===== src/rtl/mul_column_gather_pkg.sv =====
// -----------------------------------------------------------------------------
// mul_column_gather_pkg
// Shared constants for the integer multiplier datapath.
//   MUL_W        : product / Wallace column width
//   MUL_HW       : width of the low half of the final carry-propagate add
//   MUL_PP_COUNT : number of Booth partial products fed to the Wallace tree
// -----------------------------------------------------------------------------
package mul_column_gather_pkg;

   localparam int MUL_W        = 64;
   localparam int MUL_HW       = 32;
   localparam int MUL_PP_COUNT = 17;

endpackage : mul_column_gather_pkg


===== src/rtl/mul_add_half.sv =====
// -----------------------------------------------------------------------------
// mul_add_half
// One registered pipeline stage of the split final adder. Computes
// a_i + b_i + ci_i, registers the HW-bit sum and its carry-out, and carries an
// untouched side payload alongside so the other half of the add can follow.
// Valid/ready handshake on both sides; flush clears the valid bit and blocks
// acceptance. Data registers are never reset, only the valid bit is.
// Ports:
//   clk, resetn             clock, async active-low reset
//   flush_i                 drop the stage contents, refuse input
//   in_valid_i / in_ready_o upstream handshake
//   a_i, b_i, ci_i          adder operands and carry-in
//   pass_i                  payload captured with the operands
//   out_valid_o/out_ready_i downstream handshake
//   sum_o, co_o, pass_o     registered sum, carry-out and payload
// -----------------------------------------------------------------------------
module mul_add_half #(
   parameter int HW = 32,
   parameter int PW = 64
) (
   input  logic          clk,
   input  logic          resetn,
   input  logic          flush_i,
   input  logic          in_valid_i,
   output logic          in_ready_o,
   input  logic [HW-1:0] a_i,
   input  logic [HW-1:0] b_i,
   input  logic          ci_i,
   input  logic [PW-1:0] pass_i,
   output logic          out_valid_o,
   input  logic          out_ready_i,
   output logic [HW-1:0] sum_o,
   output logic          co_o,
   output logic [PW-1:0] pass_o
);

   logic          valid_q;
   logic          valid_d;
   logic          accept_s;
   logic [HW:0]   add_s;
   logic [HW-1:0] sum_q;
   logic          co_q;
   logic [PW-1:0] pass_q;

   // Stage can take new data when empty or when its content leaves this cycle.
   assign in_ready_o = (!valid_q || out_ready_i) && !flush_i;
   assign accept_s   = in_valid_i && in_ready_o;
   assign add_s      = {1'b0, a_i} + {1'b0, b_i} + {{HW{1'b0}}, ci_i};

   // Next-state of the valid bit: flush wins, then accept, then drain.
   always_comb begin
      valid_d = valid_q;
      if (flush_i) begin
         valid_d = 1'b0;
      end else if (accept_s) begin
         valid_d = 1'b1;
      end else if (out_ready_i) begin
         valid_d = 1'b0;
      end else begin
         valid_d = valid_q;
      end
   end

   // Valid bit register, cleared asynchronously by reset.
   always_ff @(posedge clk or negedge resetn) begin
      if (!resetn) begin
         valid_q <= 1'b0;
      end else begin
         valid_q <= valid_d;
      end
   end

   // Data registers load only on accept; neither reset nor flush touches them.
   always_ff @(posedge clk) begin
      if (accept_s) begin
         sum_q  <= add_s[HW-1:0];
         co_q   <= add_s[HW];
         pass_q <= pass_i;
      end
   end

   assign out_valid_o = valid_q;
   assign sum_o       = sum_q;
   assign co_o        = co_q;
   assign pass_o      = pass_q;

endmodule : mul_add_half


===== src/rtl/mul_column_gather.sv =====
// -----------------------------------------------------------------------------
// mul_column_gather
// Reassembles the Wallace-tree column outputs into two rows and performs the
// final carry-propagate add in two pipelined halves:
//   stage 1: low half  = row_a[HW-1:0] + row_b[HW-1:0] + cin, high operands kept
//   stage 2: high half = hi_a + hi_b + c1, low half carried along
// Ports:
//   clk, resetn           clock, async active-low reset
//   in_valid / in_ready   input handshake for col_sum, col_carry, cin
//   col_sum, col_carry    per-column sum and carry bits (carry weight 2^(i+1))
//   cin                   Booth correction carry-in, weight 2^0
//   flush                 discard every in-flight operation
//   out_valid / out_ready result handshake
//   result                product modulo 2^W
// -----------------------------------------------------------------------------
module mul_column_gather
   import mul_column_gather_pkg::*;
#(
   parameter int W  = MUL_W,
   parameter int HW = W / 2
) (
   input  logic         clk,
   input  logic         resetn,
   input  logic         in_valid,
   output logic         in_ready,
   input  logic [W-1:0] col_sum,
   input  logic [W-1:0] col_carry,
   input  logic         cin,
   input  logic         flush,
   output logic         out_valid,
   input  logic         out_ready,
   output logic [W-1:0] result
);

   localparam int HI_W = W - HW;

   logic [W-1:0]      row_a_s;
   logic [W-1:0]      row_b_s;
   logic              unused_carry_top_s;

   logic              s1_valid_s;
   logic              s2_ready_s;
   logic [HW-1:0]     s1_lo_s;
   logic              s1_c1_s;
   logic [2*HI_W-1:0] s1_hi_s;

   logic [HI_W-1:0]   s2_hi_s;
   logic              s2_carry_unused_s;
   logic [HW-1:0]     s2_lo_s;

   // Carry of column i has weight 2^(i+1); the top column carry falls off mod 2^W.
   assign row_a_s            = col_sum;
   assign row_b_s            = {col_carry[W-2:0], 1'b0};
   assign unused_carry_top_s = col_carry[W-1];

   mul_add_half #(
      .HW (HW),
      .PW (2*HI_W)
   ) u_stage_lo (
      .clk         (clk),
      .resetn      (resetn),
      .flush_i     (flush),
      .in_valid_i  (in_valid),
      .in_ready_o  (in_ready),
      .a_i         (row_a_s[HW-1:0]),
      .b_i         (row_b_s[HW-1:0]),
      .ci_i        (cin),
      .pass_i      ({row_a_s[W-1:HW], row_b_s[W-1:HW]}),
      .out_valid_o (s1_valid_s),
      .out_ready_i (s2_ready_s),
      .sum_o       (s1_lo_s),
      .co_o        (s1_c1_s),
      .pass_o      (s1_hi_s)
   );

   // High half consumes the registered half-carry; its own carry-out is the
   // bit beyond 2^W and is discarded.
   mul_add_half #(
      .HW (HI_W),
      .PW (HW)
   ) u_stage_hi (
      .clk         (clk),
      .resetn      (resetn),
      .flush_i     (flush),
      .in_valid_i  (s1_valid_s),
      .in_ready_o  (s2_ready_s),
      .a_i         (s1_hi_s[2*HI_W-1:HI_W]),
      .b_i         (s1_hi_s[HI_W-1:0]),
      .ci_i        (s1_c1_s),
      .pass_i      (s1_lo_s),
      .out_valid_o (out_valid),
      .out_ready_i (out_ready),
      .sum_o       (s2_hi_s),
      .co_o        (s2_carry_unused_s),
      .pass_o      (s2_lo_s)
   );

   assign result = {s2_hi_s, s2_lo_s};

endmodule : mul_column_gather

===== config.mk =====
export PLATFORM = sky130hd
export DESIGN_NAME = mul_column_gather
export DESIGN_NICKNAME = d
export VERILOG_FILES = /design/src/rtl/mul_column_gather_pkg.sv /design/src/rtl/mul_add_half.sv /design/src/rtl/mul_column_gather.sv
export SDC_FILE = /design/constraint.sdc
export NUM_CORES = 1
export LEC_CHECK = 0
export CELL_PAD_IN_SITES_DETAIL_PLACEMENT = 1
export CELL_PAD_IN_SITES_GLOBAL_PLACEMENT = 1
export CORE_ASPECT_RATIO = 1.75
export CORE_MARGIN = 2
export CORE_UTILIZATION = 33
export CTS_CLUSTER_SIZE = 14
export DETAILED_ROUTE_END_ITERATION = 8
export PLACE_DENSITY_LB_ADDON = 0.15
export SYNTH_ARGS = -nofsm -noshare
export SYNTH_HDL_FRONTEND = slang
export SYNTH_SLANG_ARGS = --single-unit

===== constraint.sdc =====
create_clock -name clk -period 5.3 [get_ports clk]
set_input_delay 0.53 -clock clk [delete_from_list [all_inputs] [get_ports clk]]
set_output_delay 0.53 -clock clk [all_outputs]
set_load 0.03 [all_outputs]

==> summary.md, run 1 <==
| Metric | Value |
|---|---|
| Worst ir drop on vdd | `0.0002187 V` |
| Avg Cell Area, Syn | `12.85 um^2` |
| Syn Inst Count | `roughly 650` |
| WS Path Type | `in -> reg` |
| WL/cell | `19.61 um` |
| Pint | `2.533 mW` |
| First-pass GRT wire length | `between 30000 and 40000 um` |
| Commonest non-fill, non-tap cells in the layout | `clkdlybuf4s50_1 (198), edfxtp_1 (161), a21oi_1 (65)` |
| Final Hold Viols | `0` |
| Relative slew slack | `0.3736` |
| Mapped Area | `8379 um^2` |
| CTS sink cnt | `about 160` |
| Worst hold path class | `in -> async` |
| Crit path max fanout | `3` |
| Hold buffers post-CTS | `0` |
| GPL Wtd Cong | `0.8762` |
| Startpoint Class | `primary input` |
| CP Data Required Time | `between 5000 and 6000 ps` |
| Post-CTS setup buffers | `0` |
| Area Overhead vs Synth | `35.12%` |
| Nets@finish | `about 1100` |
| Num CTS Buffers | `17` |
| Largest net degree at the start of global routing | `65` |
| Top_reg_cell synth | `edfxtp_1` |
| Comb power frac | `0.186` |
| Switch share | `0.2554` |
| PostCTS Resize Cnt | `0` |
| Worst-Skew Late Latency | `around 440 ps` |
| Syn_nets | `851` |
| Clock-pin slew on the worst setup and hold paths | `around 60 ps` |
| Worst clock skew | `~5.5 ps` |
| Die Height | `214.8 um` |
| Iteration-0 DRC Markers | `about 190` |
| Minimum clock period | `~3200 ps` |
| Fin. max-slew vios | `0` |
| CP arrival | `between 3000 and 4000 ps` |
| IO Count | `200` |
| Multi-input logic area | `roughly 3400 um^2` |
| Max cap viols | `0` |
| Sequential element share of the synthesized area | `0.5829` |
| Final Cycle Share | `0.6119` |
| P_sw | `~0.87 mW` |
| Setup TNS | `0 ps` |
| Row Count | `slightly below 80` |
| Initial core utilization | `0.3332` |
| Overflow left after global routing | `0` |
| Vias in the first global route | `just under 7000` |
| Yosys warning count | `0` |
| Number of distinct library cells after synthesis | `57` |
| Pwr dens | `300.4 nW/um^2` |
| DR vias | `between 6000 and 7000` |
| CP endpoint kind | `flop` |
| Seq pwr share | `0.451` |
| Leakage Power | `4.192 nW` |
| Synthesized flop and latch total | `between 150 and 200` |
| DIE AREA | `roughly 27000 um^2` |
| Vias per inst | `roughly 5.2` |
| GRT Overall Usage | `0.1764` |
| Initial antenna violation count | `2` |
| Post-synth EDFFs | `between 150 and 200` |
| RSZ-0062 raised after global routing | `false` |
| Root Buffer | `clkbuf_16` |
| Synth async-reset ratio | `0.01227` |
| Chip width | `124.5 um` |
| Final antenna-violating net count | `0` |
| DRT Pass-1 Iters | `6` |
| Worst Tran Pin Value | `approximately 940 ps` |
| Hold Slack | `around 260 ps` |
| Core Box Area | `approximately 25000 um^2` |
| Total Wirelength | `roughly 23000 um` |
| Post-DP HPWL | `approximately 18000 um` |
| DRC | `0` |
| Max Buffers Root-to-Sink | `2` |
| Fmax | `308.4 MHz` |
| FF+latch area | `~4900 um^2` |
| Fillers | `between 2000 and 3000` |
| Port Buffer Count | `198` |
| Layout cells sized above 1 | `0.05734` |
| H-Tree Depth | `4` |
| Status | `complete, no violations` |
| CTS tree | `yes` |
| Clock Power Share | `0.363` |
| Total power | `about 3.4 mW` |
| Most common cell after layout, fill and taps aside | `clkdlybuf4s50_1` |
| Worst R2R Setup Slack | `between 2000 and 2500 ps` |
| Final setup fails | `0` |
[cells in the mapped netlist, drive strengths merged, types with 2 or more instances]
cell type / count / area, um^2
nor4: 3 / 18.77
o221ai: 2 / 23.77
nand4: 11 / 68.82
a21o: 34 / 255.2
nor3b: 2 / 15.01
nor2b: 4 / 25.02
nand2: 41 / 156.4
and2: 2 / 12.51
a221oi: 2 / 23.77
xnor2: 32 / 280.3
dfrtp: 2 / 50.05
nand3: 11 / 55.05
buf: 3 / 15.01
o211ai: 7 / 57.55
fa: 3 / 60.06
o21a: 6 / 45.04
ha: 62 / 775.7
a41oi: 4 / 35.03
a211oi: 6 / 55.05
inv: 14 / 52.55
and4: 2 / 17.52
nand2b: 10 / 62.56
edfxtp: 161 / 4835
xor2: 27 / 236.5
nand4b: 2 / 17.52
nor2: 27 / 101.4
o21ai: 45 / 247.8
a31oi: 7 / 43.79
o21bai: 10 / 75.07
nor3: 6 / 30.03
clkbuf: 9 / 33.78
o31ai: 2 / 28.78
and3: 7 / 43.79
a221o: 2 / 20.02
a2111oi: 3 / 26.28
a21oi: 69 / 360.3
a211o: 2 / 17.52
[worst paths after layout]
path,end,cells past startpoint,startpoint
setup / recovery,u_stage_lo.sum_o[30],10,col_sum[0]
hold / removal,u_stage_hi.out_valid_o,1,resetn
setup reg to reg,u_stage_hi.sum_o[24],9,u_stage_lo.co_o
hold reg to reg,u_stage_hi.pass_o[8],0,u_stage_lo.sum_o[8]
max in group asynchronous,u_stage_lo.out_valid_o,1,resetn
min in group clk,u_stage_hi.pass_o[8],0,u_stage_lo.sum_o[8]
[sequential cells by signal, summed over array words and instances (netlist names)]
register and cells:
u_stage_hi.pass_o 32, u_stage_lo.sum_o 32, u_stage_lo.co_o 1, u_stage_hi.sum_o 32, u_stage_lo.pass_o 64, u_stage_lo.out_valid_o 1, u_stage_hi.out_valid_o 1
[power by group through the flow]
stage / Combinational [mW] / Clock (mW) / Sequential (mW)
after global routing: 0.688 / 1.32 / 1.54
after global placement: 0.616 / 0 / 1.56
after floorplan: 0.341 / 0 / 1.60
final: 0.632 / 1.23 / 1.53
after detailed placement: 0.631 / 0 / 1.56
after CTS: 0.636 / 1.28 / 1.54
[per-layer routing]
metal	wire (um)	up-vias	GRT usage
met3	1231	37	0.05377
li1	-	2935	-
met4	680	0	0.08090
met5	0	-	0
met2	13640	164	0.3501
met1	7778	3014	0.1589
[area by class of cell]
class                   instances  area share
well taps                     316     0.03492
clock inverters                12     0.01238
repair buffers                201      0.1770
inverters                      14    0.004641
multi-input cells             463      0.3009
flip-flops and latches        163      0.4314
diodes                          2   0.0004420
clock buffers                  19     0.03824
[critical path, stage by stage]
cell,delay (ps)
clkdlybuf4s50_1,400
ha_1,250
fa_1,450
a211oi_2,290
o211ai_2,130
a2111oi_0,460
o21bai_1,290
a21oi_2,330
o21ai_1,130
xor2_1,150
[kinds of logic (layout without fill, tap and decap cells)]
| group | after synthesis | count (layout) | synth area share |
|---|---|---|---|
| xor+xnor | 59 | 59 | 0.06167 |
| fa+ha+maj | 65 | 65 | 0.09975 |
| other cells | 0 | 2 | 0 |
| flops | 163 | 163 | 0.5829 |
| simple gates | 128 | 128 | 0.07451 |
| compound gates | 211 | 211 | 0.1690 |
| buf+inv | 26 | 246 | 0.01209 |
[stage by stage]
step	setup WS (ps)	cell area, um^2	instances	utilization
after floorplan	1246	8384	652	-
after global placement	1648	10740	1157	0.4273
after detailed placement	1629	10740	1157	0.4273
after CTS	2110	11320	1188	0.4501
after global routing	1979	11320	1190	0.4503
final	2057	11320	1190	0.4503
(Power assumes the default switching activity.)
==> inputs of run 2 (changes only) <==
- clock period: 5.3 -> 2.7 ns (I/O delays scaled with it)
==> summary.md, run 2 (same netlist as run 1, synthesis figures left out) <==
| Metric | Value |
|---|---|
| Multi-input logic area | `3535 um^2 (+3.7%)` |
| RSZ-0062 raised after global routing | `true` |
| Row Count | `77 (unchanged)` |
| Total power | `6.645 mW (+95%)` |
| Worst ir drop on vdd | `0.0004474 V (+100%)` |
| Worst clock skew | `9.994 ps (+4.506 ps)` |
| Max Buffers Root-to-Sink | `2 (unchanged)` |
| CP endpoint kind | `flop` |
| WL/cell | `19.36 um (-1.3%)` |
| Area Overhead vs Synth | `42.53%` |
| Final setup fails | `0 (unchanged)` |
| Pwr dens | `556.4 nW/um^2 (+85%)` |
| Clock-pin slew on the worst setup and hold paths | `60 ps (about the same)` |
| Met1 WL | `7949 um (+2.2%)` |
| Num CTS Buffers | `17 (unchanged)` |
| CTS tree | `yes` |
| Initial core utilization | `0.3332 (unchanged)` |
| Minimum clock period | `2694 ps` |
| Leakage Power | `4.523 nW (+7.9%)` |
| Crit path max fanout | `3 (unchanged)` |
| Nets@finish | `1125 (+6.2%)` |
| DRT Pass-1 Iters | `6 (unchanged)` |
| Final Hold Viols | `0 (unchanged)` |
| Worst hold path class | `in -> reg` |
| Worst Tran Pin Value | `580.9 ps (-358.7 ps)` |
| Final Cycle Share | `0.9980` |
| Max incr delay on CP | `440 ps (-20 ps)` |
| WS Path Type | `reg -> reg` |
| Top sig layer | `met5` |
| Iteration-0 DRC Markers | `301 (+55%)` |
| Layout cells sized above 1 | `0.1439 (+0.08658)` |
| CP Data Required Time | `2890 ps (-2600 ps)` |
| First-pass GRT wire length | `38320 um (+4.8%)` |
| Hold Slack | `382.2 ps (+125.1 ps)` |
| GRT Overall Usage | `0.1843 (+0.007814)` |
| H-Tree Depth | `4 (unchanged)` |
| Max cap viols | `0 (unchanged)` |
| Fillers | `2614 (unchanged)` |
| Routed wl met3 | `1163 um (-5.5%)` |
| Setup TNS | `0 ps (unchanged)` |
| Largest net degree at the start of global routing | `65 (unchanged)` |
| DRC | `0 (unchanged)` |
| Final antenna-violating net count | `0 (unchanged)` |
| Cell mode on critical path | `fa_2` |
| Critical Path, Cell by Cell | `fa_2, fa_2, a211oi_2, o211ai_1, nand2_2, buf_6, o21ai_4, a21boi_2, o41a_1, xnor2_1` |
| Comb power frac | `0.213 (+0.027)` |
| Status | `complete, no violations` |
| Root Buffer | `clkbuf_16` |
| Post-DP HPWL | `18820 um (+5.5%)` |
| IO Count | `200 (unchanged)` |
| Initial antenna violation count | `1 (-1)` |
| CP arrival | `2880 ps (-550 ps)` |
| Port Buffer Count | `198 (unchanged)` |
| Fmax | `between 300 and 400 MHz` |
| Crit-path slowest cell | `fa_2` |
| Die Height | `214.8 um (unchanged)` |
| P_sw | `1.744 mW (+100%)` |
| CP Buf/Inv Count | `1 (unchanged)` |
| Clock Power Share | `0.334 (-0.029)` |
| Vias per inst | `5.135 (-0.63%)` |
| Seq pwr share | `0.453 (+0.002)` |
| GPL Wtd Cong | `0.8803 (+0.47%)` |
| Worst-Skew Late Latency | `440 ps (about the same)` |
| Worst path top cell family by delay | `compound AO/OA/AOI/OAI gates` |
| Startpoint Class | `flop` |
| Commonest non-fill, non-tap cells in the layout | `clkdlybuf4s50_1 (198), edfxtp_1 (161), a21oi_1 (64)` |
| Max reg flops | `64 (unchanged)` |
| Met2 WL | `14280 um (+4.7%)` |
| DR vias | `6445 (+4.8%)` |
| Chip width | `124.5 um (unchanged)` |
| Total Wirelength | `24300 um (+4.1%)` |
| Vias in the first global route | `7434 (+8.3%)` |
| Relative slew slack | `0.6027 (+0.2291)` |
| Fin. max-slew vios | `0 (unchanged)` |
| FF+latch area | `4886 um^2 (about the same)` |
| CTS sink cnt | `163 (unchanged)` |
| Pint | `4.901 mW (+94%)` |
| Most common cell after layout, fill and taps aside | `clkdlybuf4s50_1` |
| Worst Setup Slack, final | `5.532 ps (-2051 ps)` |
| DIE AREA | `26730 um^2 (unchanged)` |
| Overflow left after global routing | `0 (unchanged)` |
| Switch share | `0.2624 (+0.007024)` |
| Pre-CTS setup slack | `-588.1 ps (-2217 ps)` |
| Core Box Area | `25150 um^2 (unchanged)` |
-- run 2: final cells by class --
type                       count  share of cell area
timing repair buffer         267              0.2133
tap                          316             0.03311
multi-input combinational    463              0.2960
clock buffer                  18             0.03594
sequential                   163              0.4091
inverter                      14            0.004400
antenna                        1           0.0002095
clock inverter                13            0.007962
-- run 2: power by group through the flow --
stage | combinational [mW] | clock (mW) | sequential (mW)
final | 1.41 | 2.22 | 3.01
after global routing | 1.54 | 2.38 | 3.02
after CTS | 1.40 | 2.30 | 3.02
after detailed placement | 1.37 | 0 | 3.07
after global placement | 1.34 | 0 | 3.06
after floorplan | 0.673 | 0 | 3.13
-- run 2: through the flow --
stage / util / instance area [um^2] / std cells
after floorplan: - / 8402 / 652
after global placement: 0.4476 / 11260 / 1219
after detailed placement: 0.4476 / 11260 / 1219
after CTS: 0.4704 / 11830 / 1251
after global routing: 0.4748 / 11940 / 1254
final: 0.4749 / 11940 / 1255
-- run 2: path summary, 6_finish.rpt --
check | start | end | slack (ps) | cells past startpoint
max in group asynchronous | resetn | u_stage_hi.out_valid_o | 2030 | 2
max | u_stage_lo.co_o | u_stage_hi.sum_o[28] | 6 | 10
min in group asynchronous | resetn | u_stage_hi.out_valid_o | 530 | 2
max reg2reg | u_stage_lo.co_o | u_stage_hi.sum_o[28] | 6 | 10
min reg2reg | u_stage_lo.sum_o[0] | u_stage_hi.pass_o[0] | 420 | 0
min | col_sum[61] | u_stage_lo.pass_o[61] | 380 | 1
-- run 2: timing repair --
item	4_1_cts	5_1_grt
endpoints found under the setup margin	18	17
pin swaps	4	5
resized for setup	9	16
hold buffers	1	0
endpoints found under the hold margin	2	0
buffers inserted	0	3
-- run 2: layer usage --
layer  vias up  global-route usage
li1       3062                   -
met3        57             0.05103
met5         -                   0
met1      3155              0.1576
met4         2             0.09026
met2       169              0.3760
-- run 2: worst reg2reg max path, stage by stage (launching register included) --
cell and delay [ps]:
edfxtp_1 420, fa_2 440, fa_2 380, a211oi_2 230, o211ai_1 140, nand2_2 150, buf_6 130, o21ai_4 60
a21boi_2 230, o41a_1 200, xnor2_1 70
